File: config.mk
export PLATFORM = sky130hd
export DESIGN_NAME = uart_param_transceiver
export DESIGN_NICKNAME = d
export VERILOG_FILES = /design/src/rtl/uart_param_transceiver.sv
export SDC_FILE = /design/constraint.sdc
export NUM_CORES = 1
export LEC_CHECK = 0
export CORE_MARGIN = 4
export CORE_UTILIZATION = 40
export CTS_CLUSTER_DIAMETER = 150
export CTS_CLUSTER_SIZE = 14
export DETAILED_ROUTE_END_ITERATION = 10
export SLEW_MARGIN = 20
export SYNTH_ARGS = -nofsm -noshare
export SYNTH_HDL_FRONTEND = slang
export SYNTH_SLANG_ARGS = --single-unit
File: constraint.sdc
create_clock -name clk -period 4 [get_ports clk]
set_input_delay 0.8 -clock clk [delete_from_list [all_inputs] [get_ports clk]]
set_output_delay 0.8 -clock clk [all_outputs]
set_load 0.02 [all_outputs]
File: src/rtl/uart_param_transceiver.sv
// Parametrised full-duplex UART: independent Tx serialiser and Rx deserialiser on one clock.
// Frame = start, DATA_WIDTH bits LSB first, optional parity, STOP_BITS stop bits.
module uart_param_transceiver #(
  parameter int DATA_WIDTH                 = 8,
  parameter int PARITY_MODE                = 1,
  parameter int STOP_BITS                  = 1,
  parameter int CLOCKS_PER_BIT             = 8,
  parameter int NUMBER_OF_RX_SYNCHRONIZERS = 3
) (
  input  logic                  clk,
  input  logic                  reset,
  input  logic                  enable,
  input  logic [DATA_WIDTH-1:0] i_data,
  output logic                  o_busy,
  output logic                  serial_out,
  input  logic                  serial_in,
  output logic [DATA_WIDTH-1:0] received_data,
  output logic                  data_is_valid,
  output logic                  rx_parity_error,
  output logic                  rx_framing_error,
  output logic                  rx_busy
);
  localparam int P  = (PARITY_MODE != 0) ? 1 : 0;
  localparam int F  = 1 + DATA_WIDTH + P + STOP_BITS;
  localparam int CW = $clog2(CLOCKS_PER_BIT);
  localparam int IW = $clog2(F + 1);
  localparam logic [CW-1:0] CNT_LAST  = CW'(CLOCKS_PER_BIT - 1);
  localparam logic [CW-1:0] CNT_HALF  = CW'(CLOCKS_PER_BIT / 2 - 1);
  localparam logic [IW-1:0] DATA_LAST = IW'(DATA_WIDTH - 1);
  localparam logic [IW-1:0] STOP_LAST = IW'(STOP_BITS - 1);

  typedef enum logic [2:0] {S_IDLE, S_START, S_DATA, S_PARITY, S_STOP} state_t;

  function automatic logic parity_of(input logic [DATA_WIDTH-1:0] d);
    return (PARITY_MODE == 2) ? ~^d : ^d;
  endfunction

  // ---------------- Tx ----------------
  state_t                tx_state, tx_state_n;
  logic [CW-1:0]         tx_cnt, tx_cnt_n;
  logic [IW-1:0]         tx_idx, tx_idx_n;
  logic [DATA_WIDTH-1:0] tx_shreg, tx_shreg_n;
  logic                  tx_par, tx_par_n;
  logic                  tx_out_n;

  always_ff @(posedge clk) begin
    if (reset) begin
      tx_state   <= S_IDLE;
      tx_cnt     <= '0;
      tx_idx     <= '0;
      tx_shreg   <= '0;
      tx_par     <= 1'b0;
      serial_out <= 1'b1;
    end else begin
      tx_state   <= tx_state_n;
      tx_cnt     <= tx_cnt_n;
      tx_idx     <= tx_idx_n;
      tx_shreg   <= tx_shreg_n;
      tx_par     <= tx_par_n;
      serial_out <= tx_out_n;
    end
  end

  // serial_out is registered: the next line level is decided together with the state change
  always_comb begin
    tx_state_n = tx_state;
    tx_cnt_n   = tx_cnt;
    tx_idx_n   = tx_idx;
    tx_shreg_n = tx_shreg;
    tx_par_n   = tx_par;
    tx_out_n   = serial_out;
    if (tx_state == S_IDLE) begin
      tx_out_n = 1'b1;
      if (enable) begin
        tx_state_n = S_START;
        tx_cnt_n   = '0;
        tx_idx_n   = '0;
        tx_shreg_n = i_data;
        tx_par_n   = parity_of(i_data);
        tx_out_n   = 1'b0;
      end
    end else if (tx_cnt != CNT_LAST) begin
      tx_cnt_n = tx_cnt + CW'(1);
    end else begin
      tx_cnt_n = '0;
      case (tx_state)
        S_START: begin
          tx_state_n = S_DATA;
          tx_idx_n   = '0;
          tx_out_n   = tx_shreg[0];
        end
        S_DATA: begin
          if (tx_idx == DATA_LAST) begin
            tx_idx_n = '0;
            if (P != 0) begin
              tx_state_n = S_PARITY;
              tx_out_n   = tx_par;
            end else begin
              tx_state_n = S_STOP;
              tx_out_n   = 1'b1;
            end
          end else begin
            tx_idx_n   = tx_idx + IW'(1);
            tx_shreg_n = tx_shreg >> 1;
            tx_out_n   = tx_shreg[1];
          end
        end
        S_PARITY: begin
          tx_state_n = S_STOP;
          tx_idx_n   = '0;
          tx_out_n   = 1'b1;
        end
        S_STOP: begin
          tx_out_n = 1'b1;
          if (tx_idx == STOP_LAST) tx_state_n = S_IDLE;
          else                     tx_idx_n   = tx_idx + IW'(1);
        end
        default: tx_state_n = S_IDLE;
      endcase
    end
  end

  assign o_busy = (tx_state != S_IDLE);

  // ---------------- Rx ----------------
  logic [NUMBER_OF_RX_SYNCHRONIZERS-1:0] rx_sync;
  logic                                  rx_s;

  always_ff @(posedge clk) begin
    if (reset) rx_sync <= '1;
    else       rx_sync <= {rx_sync[NUMBER_OF_RX_SYNCHRONIZERS-2:0], serial_in};
  end
  assign rx_s = rx_sync[NUMBER_OF_RX_SYNCHRONIZERS-1];

  state_t                rx_state, rx_state_n;
  logic [CW-1:0]         rx_cnt, rx_cnt_n;
  logic [IW-1:0]         rx_idx, rx_idx_n;
  logic [DATA_WIDTH-1:0] rx_shreg, rx_shreg_n;
  logic                  rx_par_bit, rx_par_bit_n;
  logic                  rx_hold, rx_hold_n;
  logic [DATA_WIDTH-1:0] rx_data_n;
  logic                  rx_valid_n, rx_perr_n, rx_ferr_n;

  always_ff @(posedge clk) begin
    if (reset) begin
      rx_state         <= S_IDLE;
      rx_cnt           <= '0;
      rx_idx           <= '0;
      rx_shreg         <= '0;
      rx_par_bit       <= 1'b0;
      rx_hold          <= 1'b0;
      received_data    <= '0;
      data_is_valid    <= 1'b0;
      rx_parity_error  <= 1'b0;
      rx_framing_error <= 1'b0;
    end else begin
      rx_state         <= rx_state_n;
      rx_cnt           <= rx_cnt_n;
      rx_idx           <= rx_idx_n;
      rx_shreg         <= rx_shreg_n;
      rx_par_bit       <= rx_par_bit_n;
      rx_hold          <= rx_hold_n;
      received_data    <= rx_data_n;
      data_is_valid    <= rx_valid_n;
      rx_parity_error  <= rx_perr_n;
      rx_framing_error <= rx_ferr_n;
    end
  end

  // rx_hold blocks re-arming after a break until the line has been seen high again
  always_comb begin
    rx_state_n   = rx_state;
    rx_cnt_n     = rx_cnt;
    rx_idx_n     = rx_idx;
    rx_shreg_n   = rx_shreg;
    rx_par_bit_n = rx_par_bit;
    rx_hold_n    = rx_hold;
    rx_data_n    = received_data;
    rx_valid_n   = 1'b0;
    rx_perr_n    = rx_parity_error;
    rx_ferr_n    = rx_framing_error;
    case (rx_state)
      S_IDLE: begin
        if (rx_s) begin
          rx_hold_n = 1'b0;
        end else if (!rx_hold) begin
          rx_state_n = S_START;
          rx_cnt_n   = '0;
        end
      end
      S_START: begin
        if (rx_cnt == CNT_HALF) begin
          rx_cnt_n = '0;
          rx_idx_n = '0;
          rx_state_n = rx_s ? S_IDLE : S_DATA;
        end else begin
          rx_cnt_n = rx_cnt + CW'(1);
        end
      end
      S_DATA: begin
        if (rx_cnt == CNT_LAST) begin
          rx_cnt_n   = '0;
          rx_shreg_n = {rx_s, rx_shreg[DATA_WIDTH-1:1]};
          if (rx_idx == DATA_LAST) begin
            rx_idx_n   = '0;
            rx_state_n = (P != 0) ? S_PARITY : S_STOP;
          end else begin
            rx_idx_n = rx_idx + IW'(1);
          end
        end else begin
          rx_cnt_n = rx_cnt + CW'(1);
        end
      end
      S_PARITY: begin
        if (rx_cnt == CNT_LAST) begin
          rx_cnt_n     = '0;
          rx_par_bit_n = rx_s;
          rx_state_n   = S_STOP;
        end else begin
          rx_cnt_n = rx_cnt + CW'(1);
        end
      end
      S_STOP: begin
        // only the first stop bit is sampled; any further stop bits look like idle line
        if (rx_cnt == CNT_LAST) begin
          rx_cnt_n   = '0;
          rx_state_n = S_IDLE;
          rx_valid_n = 1'b1;
          rx_data_n  = rx_shreg;
          rx_perr_n  = (P != 0) && (rx_par_bit != parity_of(rx_shreg));
          rx_ferr_n  = !rx_s;
          rx_hold_n  = !rx_s;
        end else begin
          rx_cnt_n = rx_cnt + CW'(1);
        end
      end
      default: rx_state_n = S_IDLE;
    endcase
  end

  assign rx_busy = (rx_state != S_IDLE);

endmodule

* After elaboration in Yosys (flattened, before gate mapping)
Cells that the tools add are included.
** Storage, ports and cells
- Register bits after elaboration :: 54
- Bits in latches :: 0
- Memory bits (writable) :: 0
- Bits in read-only memories :: 0
- Bits of input ports :: 12
- Output and inout port bits :: 14
- Word-level logic and storage cells :: 127
- Memories kept :: 0
** Cells by class
- $add $sub $neg :: 4
- Multipliers :: 0
- Divide/modulo/power cells :: 0
- Order comparisons :: 0
- Equality and inequality tests :: 28
- Shift operators :: 0
- Mux-type cells :: 47
- Bitwise logic cells :: 1
- Reduce and logical (&&, ||, !) cells :: 30
** Operators by type and width (number)
- $mux W3 :: 19
- $mux W8 :: 5
- $mux W4 :: 8
- $ne A2 B2 Y1 const B :: 11
- $reduce_xor A8 Y1 :: 2
- $eq A3 B2 Y1 const B :: 5
- $pmux W3 S5 :: 1
- $ne A3 B3 Y1 const B :: 4
- $pmux W3 S4 :: 1
- $pmux W4 S3 :: 1
- $reduce_and A4 Y1 :: 3
- $reduce_and A2 Y1 :: 5
- $eq A3 B3 Y1 const B :: 3
- $pmux W3 S3 :: 1
- $reduce_and A3 Y1 :: 3
- $reduce_bool A3 Y1 :: 3
- $add A4 B1 Y4 const B :: 2
- $eq A4 B3 Y1 const B :: 2
- $pmux W4 S2 :: 1
- $reduce_bool A4 Y1 :: 2
- $mux W1 :: 7
- $reduce_and A7 Y1 :: 1
- $add A3 B1 Y3 const B :: 2
- $eq A3 B1 Y1 const B :: 2
- 11 further kinds :: 16

* Longest topological paths before layout
- Word-level depth :: 5
- Gate-level depth with buffers :: 7
- Mapped depth without buffers :: 7

* Worst setup path after synthesis
OpenSTA, ideal clock, no wires.
- Kind :: register to register
- Start :: register rx_cnt[0]
- End :: register rx_state[1]
- Library setup time :: 0.070 ns
- Data arrival time :: 1.816 ns
- Required time :: 3.930 ns
- Path slack :: 2.114 ns
- Cell stages (with the launch flop) :: 8
- Path buffers :: 0
- Period minus slack after synthesis :: 1.886 ns
- Cell sequence :: dfxtp_1 -> ha_1 -> ha_1 -> mux2i_1 -> nand2_1 -> nand3_1 -> or4b_2 -> a21oi_1
** Between the ends
- Cells in the longest elaborated chain, start to end :: 3
- Elaborated cells between the ends (all ways) :: 7
- Classes of those cells :: eq/ne (6); reduce/logical (1)
** RTL lines
- start, declared :: line 136 : logic [CW-1:0] rx_cnt, rx_cnt_n;
- start signal, assigned :: line 158 : rx_cnt <= rx_cnt_n;
- $eq A3 B3 Y1 or $eq A3 B2 Y1 (tied branches)
- $ne A2 B2 Y1 (no source line)
- $reduce_and A7 Y1 (no source line) (*)
- end signal, assigned :: line 157 : rx_state <= rx_state_n;
- end, declared :: line 135 : state_t rx_state, rx_state_n;
Mark *: on every way between the ends. The rest lies on a longest branch, timed or not.
A chain may end at the register's enable or synchronous reset.

* Worst setup path after layout
- Start :: register tx_state[2]
- End :: output port o_busy
** Between the ends
- Cells in the longest elaborated chain, start to end :: 1
** RTL lines
- start, declared :: line 39 : state_t tx_state, tx_state_n;
- start signal, assigned :: line 55 : tx_state <= tx_state_n;
- $reduce_bool A3 Y1 :: line 123 : assign o_busy = (tx_state != S_IDLE);
- end, declared :: line 14 : output logic o_busy,
No other way between the ends.

==> impl_metrics.json <==
{
  "grt_max_degree": 55,
  "track_usage_pct": 13.69,
  "synth_seq_cells": 54,
  "nNetsFinal": 363,
  "h-tree-depth": 2,
  "synth_fp_nets": 349,
  "hold_path_class": "flop to flop",
  "timing.final.ws_setup_ps": 1109,
  "first_pass_iters": 4,
  "fmax_mhz": 345.8,
  "wl_met3_microns": 178,
  "period_share_pct": 72.29,
  "postLayoutCellArea_sq_mm": 0.002990,
  "maxSlewViolCount": 0,
  "gp_congestion": 0.8074,
  "vdd_drop_max_mv": 0.1843,
  "synth_cells": 327,
  "synth_warnings": 0,
  "skew_ps": 11.55,
  "cts_tree": "built",
  "cp-end-kind": "output port",
  "drt_iter0_markers": 109,
  "syn_area_per_cell_sq_um": 8.047,
  "relSlewSlack_pct": 30.35,
  "ios": 26,
  "yosys-top-cells-area": "dfxtp_1 (41%), nand2_1 (9.3%), a21oi_1 (7.6%)",
  "routed_wirelength_mm": 5.262,
  "synth_seq_area_share_pct": 41.08,
  "syn_to_final_growth_pct": 13.65,
  "setup_tns_ps": 0,
  "maxCapViolations": 0,
  "design_power_total_mw": 1.022,
  "ys.flop_type": "dfxtp_1",
  "drc_errors": 0,
  "ant_nets": 0,
  "worstRegToRegCells": 6,
  "synth_top_area_share_pct": 41.08,
  "worstPathMaxFanout": 15,
  "start_kind": "flop",
  "numClockSinks": 54,
  "placedCellCount": 411,
  "ys_types": 46,
  "stdcell_count": 419,
  "drt-met1-wl_mm": 2.555,
  "synth_edf_count": 0,
  "die_h_microns": 89.11,
  "clk_pin_slew_worst_paths_ps": 100,
  "io_buffers": 25,
  "hold_depth": 1,
  "timing.final.crit_period_ps": 2891,
  "grt_first_pass_wirelength_mm": 8.859,
  "core_sq_mm": 0.006386,
  "n_antenna_cell": 0,
  "ctsRootBufferMaster": "clkbuf_8",
  "required_ps": 3200,
  "antenna_found_initial": 0,
  "rsz0062_at_grt": "false",
  "cts_max_path_buffers": 2,
  "cts_hold_buf": 0,
  "drive_gt1_share_pct": 5.263,
  "setup-violations-final": 0,
  "rows": 29,
  "synth_largest_area_cell": "dfxtp_1",
  "post_cts_buffers": 0,
  "overflow": 0,
  "status": "complete, no violations",
  "highest_layer": "met4",
  "via_per_inst": 5.360,
  "route.met2.wl_mm": 2.502,
  "start_util_pct": 41.20,
  "place_ws_ps": 1208,
  "cts_resized": 0,
  "hpwlAfterDp_mm": 3.504,
  "wl_per_cell_microns": 12.56,
  "cp.arrival_ps": 2090,
  "clk_latency_ps": 310,
  "synth-async-reset-ratio_pct": 0,
  "die_area_sq_mm": 0.007940,
  "die_w_microns": 89.11,
  "placed_area_sq_mm": 0.002897,
  "via_count": 2246,
  "cts_made_buffers": 5,
  "syn_area_sq_mm": 0.002631,
  "timing_hold_violations_final": 0,
  "grt_pass1_vias": 2000,
  "cellLeakagePower_nw": 1.059,
  "crit_type": "flop to output port",
  "tightest_slew_ps": 1043,
  "powerDensity_mw_per_mm2": 341.7
}
==> critical path, cell delays in order (launching register included) <==
cell and delay, ps:
dfxtp_1 560, nor3_2 90, buf_4 200, inv_1 260
clkdlybuf4s50_1 670
==> metal layers <==
layer	up-vias	track usage, %
met3	3	2.765
met4	0	4.060
met1	1052	18.15
li1	1152	-
met2	39	22.51
met5	-	0
==> kinds of logic after synthesis <==
kind of cell	synth area share, %
simple gates	25.15
compound gates	17.59
flops	41.08
buf+inv	4.327
xor+xnor	5.183
fa+ha+maj	5.136
mux	1.522
==> cell usage in the layout (no fill, tap or decap), types with 10 or more instances in the layout <==
cell type / Yosys / layout
xnor2_1: 12 / 12
nor2_1: 29 / 29
a21oi_1: 40 / 40
o21ai_0: 12 / 12
dfxtp_1: 54 / 54
ha_1: 10 / 10
nand2_1: 65 / 65
clkdlybuf4s50_1: 0 / 24
==> metrics by stage <==
| step | util, % | hold slack (ps) |
|---|---|---|
| 3_3_place_gp | 45.36 | 393.8 |
| 4_1_cts | 46.83 | 422.3 |
| 6_report | 46.83 | 418.2 |
| 5_1_grt | 46.83 | 434.3 |
| 3_5_place_dp | 45.36 | 395.7 |
| 2_1_floorplan | - | 389.5 |
==> layout make-up <==
class                           count  area, sq um
Clock buffer                        5        68.82
Inverter                            8        30.03
Timing Repair Buffer               26        252.7
Fill cell                         655         3396
Multi-Input combinational cell    246         1436
Clock inverter                      3        25.02
Sequential cell                    54         1081
Tap cell                           77        96.34
==> cell usage after synthesis (2+ instances only) <==
master / number
nand2_1: 65
dfxtp_1: 54
a21oi_1: 40
nor2_1: 29
clkbuf_1: 14
o21ai_0: 12
xnor2_1: 12
ha_1: 10
a311oi_1: 8
inv_1: 8
nand3_1: 8
nand3b_1: 7
nand2b_1: 5
nor3b_1: 5
buf_2: 4
mux2i_1: 4
or2_2: 4
and3_1: 3
nor2b_1: 3
a2111oi_0: 2
a31oi_1: 2
nand4_1: 2
o22ai_1: 2
o31ai_1: 2
==> power breakdown <==
part,internal [mW],total (mW),switching (mW),leakage (nW)
clock,0.127,0.319,0.192,0.0447
combinational,0.0596,0.129,0.0691,0.576
sequential,0.556,0.574,0.0176,0.438
==> final timing paths <==
kind	from	to	slack (ps)
max	tx_state[2]	o_busy	1110
min	rx_sync[0]	rx_sync[1]	420
max reg2reg	tx_cnt[0]	tx_shreg[2]	1730
min reg2reg	rx_sync[0]	rx_sync[1]	420
==> flip-flops by register name (all words and copies together) (netlist names) <==
signal,cells
tx_cnt,3
rx_shreg,8
rx_par_bit,1
rx_hold,1
rx_idx,4
rx_cnt,3
tx_par,1
tx_shreg,8
tx_idx,4
rx_parity_error,1
rx_sync,3
rx_state,3
tx_state,3
data_is_valid,1
rx_framing_error,1
serial_out,1
received_data,8
(Power assumes the default switching activity.)
